## src/rtl/power_domain_manager_if.sv

```systemverilog
// power_domain_manager_if
//   Groups the controller's configuration, per-domain handshake and status
//   signals into one bundle.
//   master : the power-domain controller. It drives the switch requests and
//            the status outputs.
//   slave  : the environment (functional units, switch fabric, monitors).
//   Signals:
//     idle_thresh      consecutive idle cycles before gating (0 = never gate)
//     domain_idle      per-domain idle indication
//     wake_req         per-domain level wake request
//     pwr_gated_ack    switch status, 1 = fully off
//     pwr_gate_req     1 = request switch off
//     domain_ready     1 only while the domain is ON
//     domain_state     2-bit state code per domain, domain i at [2i+1:2i]
//     active_count     number of domains ON
//     all_gated        every domain OFF
//     ack_timeout_err  sticky per-domain handshake timeout flag
//     efficiency_pct   gated domain-cycle percentage of the last window
//     efficiency_valid one-cycle pulse when efficiency_pct updates
interface power_domain_manager_if #(
  parameter int NUM_DOMAINS = 4,
  parameter int IDLE_W      = 8
);
  localparam int CNT_W = $clog2(NUM_DOMAINS + 1);

  logic [IDLE_W-1:0]        idle_thresh;
  logic [NUM_DOMAINS-1:0]   domain_idle;
  logic [NUM_DOMAINS-1:0]   wake_req;
  logic [NUM_DOMAINS-1:0]   pwr_gated_ack;
  logic [NUM_DOMAINS-1:0]   pwr_gate_req;
  logic [NUM_DOMAINS-1:0]   domain_ready;
  logic [2*NUM_DOMAINS-1:0] domain_state;
  logic [CNT_W-1:0]         active_count;
  logic                     all_gated;
  logic [NUM_DOMAINS-1:0]   ack_timeout_err;
  logic [6:0]               efficiency_pct;
  logic                     efficiency_valid;

  modport master (
    input  idle_thresh, domain_idle, wake_req, pwr_gated_ack,
    output pwr_gate_req, domain_ready, domain_state, active_count,
           all_gated, ack_timeout_err, efficiency_pct, efficiency_valid
  );

  modport slave (
    output idle_thresh, domain_idle, wake_req, pwr_gated_ack,
    input  pwr_gate_req, domain_ready, domain_state, active_count,
           all_gated, ack_timeout_err, efficiency_pct, efficiency_valid
  );
endinterface

```

## src/rtl/power_domain_manager.sv

```systemverilog
// power_domain_manager
//   Per-domain power-gating controller. Each domain runs its own
//   ON -> GATING -> OFF -> WAKING -> ON state machine. Gating is driven by a
//   programmable idle timeout and a req/ack handshake with the power switch.
//   A handshake that takes too long is flagged in a sticky error bit.
//   The block also reports a windowed percentage of gated domain-cycles.
//   Ports:
//     clk      rising-edge clock
//     reset_n  synchronous active-low reset
//     bus      power_domain_manager_if.master (inputs and status, see interface)
module power_domain_manager #(
  parameter int NUM_DOMAINS = 4,
  parameter int IDLE_W      = 8,
  parameter int ACK_TIMEOUT = 32,
  parameter int WINDOW_LOG2 = 8
) (
  input  logic                  clk,
  input  logic                  reset_n,
  power_domain_manager_if.master bus
);
  localparam int CNT_W  = $clog2(NUM_DOMAINS + 1);
  localparam int ACK_W  = $clog2(ACK_TIMEOUT);
  localparam int ACC_W  = WINDOW_LOG2 + CNT_W;
  // acc + off_count never exceeds NUM_DOMAINS * 2^WINDOW_LOG2.
  // Seven extra bits hold the *100.
  localparam int PROD_W = ACC_W + 7;
  localparam logic [ACK_W-1:0]  ACK_LAST = ACK_W'(ACK_TIMEOUT - 1);
  localparam logic [PROD_W-1:0] DIVISOR  = PROD_W'(NUM_DOMAINS) << WINDOW_LOG2;

  typedef enum logic [1:0] {
    ST_ON      = 2'b00,
    ST_GATING  = 2'b01,
    ST_OFF     = 2'b10,
    ST_WAKING  = 2'b11
  } state_t;

  state_t                 state_vec [NUM_DOMAINS];
  logic [NUM_DOMAINS-1:0] err_vec;
  logic [IDLE_W-1:0]      thresh_m1;
  logic                   thresh_zero;

  assign thresh_m1   = bus.idle_thresh - IDLE_W'(1);
  assign thresh_zero = (bus.idle_thresh == '0);

  genvar gi;
  generate
    for (gi = 0; gi < NUM_DOMAINS; gi++) begin : g_dom
      state_t            state_reg, state_next;
      logic [IDLE_W-1:0] idle_cnt_reg, idle_cnt_next;
      logic [ACK_W-1:0]  ack_cnt_reg, ack_cnt_next;
      logic              err_reg, err_next;
      logic              idle_i, wake_i, ack_i;

      assign idle_i = bus.domain_idle[gi];
      assign wake_i = bus.wake_req[gi];
      assign ack_i  = bus.pwr_gated_ack[gi];

      always_ff @(posedge clk) begin
        if (!reset_n) begin
          state_reg    <= ST_ON;
          idle_cnt_reg <= '0;
          ack_cnt_reg  <= '0;
          err_reg      <= 1'b0;
        end else begin
          state_reg    <= state_next;
          idle_cnt_reg <= idle_cnt_next;
          ack_cnt_reg  <= ack_cnt_next;
          err_reg      <= err_next;
        end
      end

      // The ack counter counts cycles spent in the current handshake state.
      // It is zero on entry to GATING and to WAKING.
      always_comb begin
        state_next    = state_reg;
        idle_cnt_next = idle_cnt_reg;
        ack_cnt_next  = ack_cnt_reg;
        err_next      = err_reg;
        case (state_reg)
          ST_ON: begin
            ack_cnt_next = '0;
            if (wake_i || !idle_i) begin
              idle_cnt_next = '0;
            end else if (!thresh_zero && idle_cnt_reg == thresh_m1) begin
              state_next    = ST_GATING;
              idle_cnt_next = '0;
            end else if (idle_cnt_reg != '1) begin
              idle_cnt_next = idle_cnt_reg + IDLE_W'(1);
            end
          end
          ST_GATING: begin
            // A wake request beats a simultaneous ack.
            if (wake_i) begin
              state_next   = ST_WAKING;
              ack_cnt_next = '0;
            end else if (ack_i) begin
              state_next   = ST_OFF;
              ack_cnt_next = '0;
            end else if (ack_cnt_reg == ACK_LAST) begin
              err_next     = 1'b1;
              state_next   = ST_WAKING;
              ack_cnt_next = '0;
            end else begin
              ack_cnt_next = ack_cnt_reg + ACK_W'(1);
            end
          end
          ST_OFF: begin
            ack_cnt_next = '0;
            if (wake_i) begin
              state_next = ST_WAKING;
            end
          end
          ST_WAKING: begin
            if (!ack_i) begin
              state_next    = ST_ON;
              idle_cnt_next = '0;
              ack_cnt_next  = '0;
            end else if (ack_cnt_reg == ACK_LAST) begin
              // The counter holds here, so the flag is raised once.
              // The state keeps waiting for the switch.
              err_next = 1'b1;
            end else begin
              ack_cnt_next = ack_cnt_reg + ACK_W'(1);
            end
          end
          default: state_next = ST_ON;
        endcase
      end

      assign state_vec[gi] = state_reg;
      assign err_vec[gi]   = err_reg;
    end
  endgenerate

  // Status decode uses the registered state only.
  logic [NUM_DOMAINS-1:0]   gate_req;
  logic [NUM_DOMAINS-1:0]   ready;
  logic [2*NUM_DOMAINS-1:0] dstate;
  logic [CNT_W-1:0]         on_count;
  logic [CNT_W-1:0]         off_count;

  always_comb begin
    gate_req  = '0;
    ready     = '0;
    dstate    = '0;
    on_count  = '0;
    off_count = '0;
    for (int i = 0; i < NUM_DOMAINS; i++) begin
      dstate[2*i +: 2] = state_vec[i];
      gate_req[i]      = (state_vec[i] == ST_GATING) || (state_vec[i] == ST_OFF);
      ready[i]         = (state_vec[i] == ST_ON);
      if (state_vec[i] == ST_ON)  on_count  = on_count + CNT_W'(1);
      if (state_vec[i] == ST_OFF) off_count = off_count + CNT_W'(1);
    end
  end

  // Efficiency window
  logic [WINDOW_LOG2-1:0] win_cnt_reg;
  logic [ACC_W-1:0]       acc_reg;
  logic [6:0]             pct_reg;
  logic                   pct_valid_reg;
  logic [ACC_W-1:0]       acc_sum;
  logic [PROD_W-1:0]      prod;
  logic [PROD_W-1:0]      quot;

  assign acc_sum = acc_reg + ACC_W'(off_count);
  assign prod    = PROD_W'(acc_sum) * PROD_W'(100);
  assign quot    = prod / DIVISOR;

  always_ff @(posedge clk) begin
    if (!reset_n) begin
      win_cnt_reg   <= '0;
      acc_reg       <= '0;
      pct_reg       <= '0;
      pct_valid_reg <= 1'b0;
    end else begin
      win_cnt_reg <= win_cnt_reg + WINDOW_LOG2'(1);
      if (win_cnt_reg == '1) begin
        pct_reg       <= quot[6:0];
        pct_valid_reg <= 1'b1;
        acc_reg       <= '0;
      end else begin
        pct_valid_reg <= 1'b0;
        acc_reg       <= acc_sum;
      end
    end
  end

  assign bus.pwr_gate_req     = gate_req;
  assign bus.domain_ready     = ready;
  assign bus.domain_state     = dstate;
  assign bus.active_count     = on_count;
  assign bus.all_gated        = (off_count == CNT_W'(NUM_DOMAINS));
  assign bus.ack_timeout_err  = err_vec;
  assign bus.efficiency_pct   = pct_reg;
  assign bus.efficiency_valid = pct_valid_reg;
endmodule

```

## src/flat_wrapper.sv

```systemverilog
// flat-port wrapper written by rule: the top's interface ports become plain ports
module power_domain_manager_flat 
#(
  parameter int NUM_DOMAINS = 4,
  parameter int IDLE_W      = 8,
  parameter int ACK_TIMEOUT = 32,
  parameter int WINDOW_LOG2 = 8
)
  (clk, reset_n, bus_idle_thresh, bus_domain_idle, bus_wake_req, bus_pwr_gated_ack, bus_pwr_gate_req, bus_domain_ready, bus_domain_state, bus_active_count, bus_all_gated, bus_ack_timeout_err, bus_efficiency_pct, bus_efficiency_valid);
  power_domain_manager_if #(.NUM_DOMAINS(NUM_DOMAINS), .IDLE_W(IDLE_W)) bus_i ();
  input  logic clk;
  input  logic reset_n;
  input wire logic [$bits(bus_i.idle_thresh)-1:0] bus_idle_thresh;
  input wire logic [$bits(bus_i.domain_idle)-1:0] bus_domain_idle;
  input wire logic [$bits(bus_i.wake_req)-1:0] bus_wake_req;
  input wire logic [$bits(bus_i.pwr_gated_ack)-1:0] bus_pwr_gated_ack;
  output wire logic [$bits(bus_i.pwr_gate_req)-1:0] bus_pwr_gate_req;
  output wire logic [$bits(bus_i.domain_ready)-1:0] bus_domain_ready;
  output wire logic [$bits(bus_i.domain_state)-1:0] bus_domain_state;
  output wire logic [$bits(bus_i.active_count)-1:0] bus_active_count;
  output wire logic [$bits(bus_i.all_gated)-1:0] bus_all_gated;
  output wire logic [$bits(bus_i.ack_timeout_err)-1:0] bus_ack_timeout_err;
  output wire logic [$bits(bus_i.efficiency_pct)-1:0] bus_efficiency_pct;
  output wire logic [$bits(bus_i.efficiency_valid)-1:0] bus_efficiency_valid;
  assign bus_i.idle_thresh = bus_idle_thresh;
  assign bus_i.domain_idle = bus_domain_idle;
  assign bus_i.wake_req = bus_wake_req;
  assign bus_i.pwr_gated_ack = bus_pwr_gated_ack;
  assign bus_pwr_gate_req = bus_i.pwr_gate_req;
  assign bus_domain_ready = bus_i.domain_ready;
  assign bus_domain_state = bus_i.domain_state;
  assign bus_active_count = bus_i.active_count;
  assign bus_all_gated = bus_i.all_gated;
  assign bus_ack_timeout_err = bus_i.ack_timeout_err;
  assign bus_efficiency_pct = bus_i.efficiency_pct;
  assign bus_efficiency_valid = bus_i.efficiency_valid;
  power_domain_manager #(.NUM_DOMAINS(NUM_DOMAINS), .IDLE_W(IDLE_W), .ACK_TIMEOUT(ACK_TIMEOUT), .WINDOW_LOG2(WINDOW_LOG2)) u_core (.clk(clk), .reset_n(reset_n), .bus(bus_i));
endmodule
```

## config.mk

```make
export PLATFORM = sky130hd
export DESIGN_NAME = power_domain_manager_flat
export DESIGN_NICKNAME = d
export VERILOG_FILES = /design/src/rtl/power_domain_manager_if.sv /design/src/rtl/power_domain_manager.sv /design/src/flat_wrapper.sv
export SDC_FILE = /design/constraint.sdc
export NUM_CORES = 1
export LEC_CHECK = 0
export ABC_AREA = 1
export CAP_MARGIN = 20
export CORE_MARGIN = 8
export CORE_UTILIZATION = 57
export DETAILED_ROUTE_END_ITERATION = 10
export PLACE_DENSITY_LB_ADDON = 0.1
export SYNTH_ARGS = -nofsm -noshare
export SYNTH_HDL_FRONTEND = slang
export SYNTH_SLANG_ARGS = --single-unit
```

## constraint.sdc

```tcl
create_clock -name clk -period 9.2 [get_ports clk]
set_input_delay 1.84 -clock clk [delete_from_list [all_inputs] [get_ports clk]]
set_output_delay 1.84 -clock clk [all_outputs]
set_load 0.05 [all_outputs]
```

# Yosys cells after proc, flatten, opt, wreduce, memory -nomap -nowiden
# Cells that the tools add are included.
[op_classes] addsub=17 bitwise=1 eq_ne=66 n_reduce_logical=47 n_mux=105 n_mul=1
[ops] operator="8-bit 2-to-1 mux" n=16
[ops] operator="5-bit 2-to-1 mux" n=20
[ops] operator="8-bit case mux with 2 select lines" n=4
[ops] operator="5-bit case mux with 3 select lines" n=4
[ops] operator="2-bit 2-to-1 mux" n=28
[ops] operator="2-bit inequality test (second input constant)" n=24
[ops] operator="8-bit by 1-bit adder with 8-bit output (second input constant)" n=5
[ops] operator="8-bit equality test" n=4
[ops] operator="8-bit inequality test (second input constant)" n=4
[ops] operator="2-bit case mux with 4 select lines" n=4
[ops] operator="5-bit by 1-bit adder with 5-bit output (second input constant)" n=4
[ops] operator="5-bit equality test (second input constant)" n=4
[ops] operator="5-bit AND reduction" n=4
[ops] operator="1-bit 2-to-1 mux" n=19
[ops] operator="3-bit 2-to-1 mux" n=6
[ops] operator="2-bit equality test (second input constant)" n=8
[ops] operator="4-bit by 1-bit inequality test with 1-bit output (second input constant)" n=4
[ops] operator="4-bit by 3-bit inequality test with 1-bit output (second input constant)" n=4
[ops] operator="4-bit AND reduction" n=4
[ops] operator="2-bit nonzero test" n=8
[ops] operator="11-bit by 5-bit multiplier with 15-bit output (second input constant)" n=1
[ops] operator="3-bit by 1-bit adder with 3-bit output (second input constant)" n=4
[ops] operator="3-bit inequality test (second input constant)" n=4
[ops] operator="3-bit AND reduction" n=4
[ops] operator="15 further kinds" n=46
[word_totals] input_bits=22 register_bits=91 output_inout_bits=32 word_cells=257

# Longest topological paths before layout
[logic_depth] word_depth=10 ltp_mapped=31 depth_no_buf=31

# Least setup slack after synthesis
# Ideal clock, no wire load.
[synth_path] path_kind="reg2reg" from="register u_core.g_dom[0].state_reg[0]" to="register u_core.pct_reg[5] (netlist: u_core.bus.efficiency_pct[5])" period_less_slack_ps=5428 path_buffers=0 t_required_ps=9087 arrival_ps=5315 path_stages_with_launch=30 setup_time_ps=113 setup_slack_ps=3772 path_cell_list="dfxtp_1 inv_1 ha_1 xnor2_1 or2_2 nand2_1 inv_1 ha_1 nand2_1 nand2_1 ha_1 nand3_1 nand3_1 and3_1 nand3_1 xor2_1 ha_1 ha_1 inv_1 fa_1 inv_1 ha_1 a21oi_1 o21bai_1 a21oi_1 nand2_1 nand2_1 nand2_1 nand2_1 nand2_1"
[synth_via] elab_chain_cells=10
[synth_rtl] item="start: declaration" line_no="power_domain_manager.sv:48" rtl="state_t state_reg, state_next;"
[synth_rtl] item="start signal: assignment" line_no="power_domain_manager.sv:65" rtl="state_reg <= state_next;"
[synth_rtl] item="2-bit equality test *" line_no="power_domain_manager.sv:153" rtl="if (state_vec[i] == ST_OFF) off_count = off_count + CNT_W'(1);"
[synth_rtl] item="1-bit 2-to-1 mux *" line_no="power_domain_manager.sv:153"
[synth_rtl] item="1-bit by 1-bit adder with 2-bit output" line_no="power_domain_manager.sv:153"
[synth_rtl] item="3-bit 2-to-1 mux *" line_no="power_domain_manager.sv:153"
[synth_rtl] item="3-bit by 1-bit adder with 3-bit output" line_no="power_domain_manager.sv:153"
[synth_rtl] item="3-bit 2-to-1 mux *" line_no="power_domain_manager.sv:153"
[synth_rtl] item="3-bit by 1-bit adder with 3-bit output" line_no="power_domain_manager.sv:153"
[synth_rtl] item="3-bit 2-to-1 mux *" line_no="power_domain_manager.sv:153"
[synth_rtl] item="11-bit by 3-bit adder with 11-bit output *" line_no="power_domain_manager.sv:166" rtl="assign acc_sum = acc_reg + ACC_W'(off_count);"
[synth_rtl] item="via u_core.acc_sum[7]" line_no="power_domain_manager.sv:162" rtl="logic [ACC_W-1:0] acc_sum;"
[synth_rtl] item="11-bit by 5-bit multiplier with 15-bit output *" line_no="power_domain_manager.sv:167" rtl="assign prod = PROD_W'(acc_sum) * PROD_W'(100);"
[synth_rtl] item="end signal: assignment" line_no="power_domain_manager.sv:179" rtl="pct_reg <= quot[6:0];"
[synth_rtl] item="end: declaration" line_no="power_domain_manager.sv:160" rtl="logic [6:0] pct_reg;"
# The timed path passes the listed nets; every way through them passes the cells marked *.
# A chain may end at the register's enable or synchronous reset.

# Worst setup path after layout
# Same ends and word-level chain as after synthesis.

==> impl_metrics.ini <==
[job]
maxCapViolCount = 0

[cts]
postCtsSetupBuffers = 0
htreeDepth = 3
cts-root-buf = clkbuf_16
cts_buffers = 9
cts.clk_slew.worst_paths_ns = 0.07
cts_tree = yes
clockBufferDepth = 2
ctsHoldBuffers = 0
ctsResizeCount = 0
clock_sinks = 91
clk_latency_ns = 0.36

[worst_setup_path]
worstSetupStartpointType = flop
crit_type = flop to flop
path_common_cell = nand2_1
path_delay_family = adder cells
critPathBufInv = 4
worst-path-stages = 29
slowest_delay_ns = 0.50
cp_data_arrival_time_ns = 5.75
critPathRequiredTime_ns = 9.45
r2r_cells = 29
cpMaxStageDelayCell = fa_1
worst_setup_path_end_kind = flop
cp_max_fo = 6

[final_layout]
layout.nets = 1187
drive_gt1_share_pct = 4.95
largest_register_ffs = 32
syn_to_final_growth_pct = 12.8
antennaDiodeCount = 0

[yosys]
ys_types = 42
syn_inst = 1044
synth-warning-count = 0
avgSynthCellArea_um2 = 6.75
ys_seq_area_share_pct = 25.9
ys_ff_latch = 91
syn_nets = 1144
syn_area_um2 = 7040

[routing]
vias = 6407
routed_wirelength_mm = 16.3
drtIter0Drc = 390
post-route-drc-count = 0
ant_nets = 0
dr.pass1.iters = 7
via_per_inst = 5.08
wire_per_inst_um = 13.0

[timing]
fin_crit_sh_pct = 59.7
relSlewSlack_pct = 44.2
final.setup.tns_ns = 0
drv_slew = 0
fin_ws_ns = 3.70
setup_viol = 0
whs_ns = 0.451
max_freq_mhz = 182
rsz0062_at_grt = no
hold_viol_final = 0
final.setup_skew_ns = 0.0103
worst_pin_slew_ns = 0.834
fin_crit_ns = 5.50

[pwr]
leakage_nw = 4.03
p_per_area_nw_per_um2 = 159
ir_worst_vdd_mv = 0.129

[placement]
gp_congestion = 0.880
pre_cts_ws_ns = 3.75
port_buffers = 53
hpwl_mm = 12.5

[die]
coreArea_um2 = 12100
die-area_um2 = 16200
rows = 40
io_pins = 54
die_y_um = 127
dieWidth_um = 127
start_util_pct = 58.4

[global_routing]
grt_pass1_wl_mm = 27.3
grt_util_met3_pct = 4.37
antenna_found_initial = 0
top_usage_layer = met2
grt_pass1_vias = 5843
overflow = 0
use_met1_pct = 27.3
use_met2_pct = 32.3
grt_max_degree = 48
grtUsageTotal_pct = 20.4

[worst_hold_path]
hold_class = flop to flop
holdPathStages = 2

[outcome]
status = finished, final reports clean
per-stage QoR:
step	utilization, %	total power, mW	cell area (um2)	cells
floorplan	-	0.757	7040	1044
global placement	63.1	0.854	7610	1243
detailed placement	63.1	0.855	7610	1243
CTS	65.8	1.27	7940	1259
global route	65.9	1.33	7950	1260
finish	65.9	1.26	7950	1260
cell families (layout without fill, tap and decap cells):
kind of cell | after synthesis | count (layout) | synth area share [%]
AO/OA/AOI/OAI | 88 | 88 | 7.20
XOR/XNOR | 56 | 56 | 6.96
adder cells (fa/ha/maj) | 78 | 78 | 14.4
buffers and inverters | 178 | 226 | 10.8
flip-flops | 91 | 91 | 25.9
multiplexers | 4 | 4 | 0.569
AND/OR/NAND/NOR | 549 | 549 | 34.2
path summary, 6_finish.rpt:
path / endpoint / from / slack (ns)
max reg2reg: u_core.bus.efficiency_pct[5]$_SDFFE_PN0P_ / u_core.g_dom[0].state_reg[0]$_SDFFE_PN0P_ / 3.70
min: u_core.g_dom[1].err_reg$_SDFFE_PN0P_ / u_core.g_dom[1].err_reg$_SDFFE_PN0P_ / 0.45
max: u_core.bus.efficiency_pct[5]$_SDFFE_PN0P_ / u_core.g_dom[0].state_reg[0]$_SDFFE_PN0P_ / 3.70
min reg2reg: u_core.g_dom[1].err_reg$_SDFFE_PN0P_ / u_core.g_dom[1].err_reg$_SDFFE_PN0P_ / 0.45
synth_stat cells, drive strengths merged:
cell	number	area (um2)
a21oi	46	230
a21o	1	7.51
xnor2	10	87.6
nand4	13	87.6
a21boi	4	33.8
inv	153	577
dfxtp	91	1820
buf	15	129
o211ai	3	22.5
xor2	46	403
fa	5	100
nand2	250	998
nor3	20	100
nor4	2	12.5
nor3b	2	15.0
a211oi	5	37.5
and3	6	37.5
o221ai	1	8.76
ha	73	913
mux2i	4	40.0
nand3	99	523
or2	8	50.1
o2111ai	2	17.5
nor2	148	576
clkbuf	8	50.1
o21bai	3	22.5
o21ai	23	126
nand3b	1	7.51
clkinv	2	7.51
worst reg2reg max path: cells and delay by family (launching register included):
kind	cells	cell delay, ns
AOI/OAI and AO/OA	3	0.52
and+or+nand+nor	13	1.44
buffers and inverters	4	0.27
xor gates and xnor gates	2	0.53
adders and majority gates	7	2.21
DFF	1	0.42
layer usage:
metal,vias to the layer above,wire (um)
met5,-,0
met4,0,231
met3,19,595
met2,105,7200
met1,2889,8310
li1,3394,-
power by group:
group          internal (mW)  total [mW]  switching [mW]
Clock                  0.247       0.414           0.167
Sequential             0.417       0.442          0.0255
Combinational          0.141       0.406           0.265
Total                  0.805        1.26           0.457
layout make-up:
class	count	area (um2)
multi-input combinational	775	4460
fill	1115	4120
sequential	91	1820
inverter	155	584
timing repair buffer	55	544
clock buffer	11	243
tap	168	210
clock inverter	5	85.1
layout by cell type (no fill, tap or decap), drive strengths merged, types with 20 or more instances in the layout:
cell           Yosys  layout
o21ai             23      23
xor2              46      46
nand3             99      99
dfxtp             91      91
ha                73      73
inv              153     154
nand2            250     250
nor2             148     148
nor3              20      20
a21oi             46      46
clkdlybuf4s50      0      52
No activity file was read; power rests on OpenSTA's default activity.
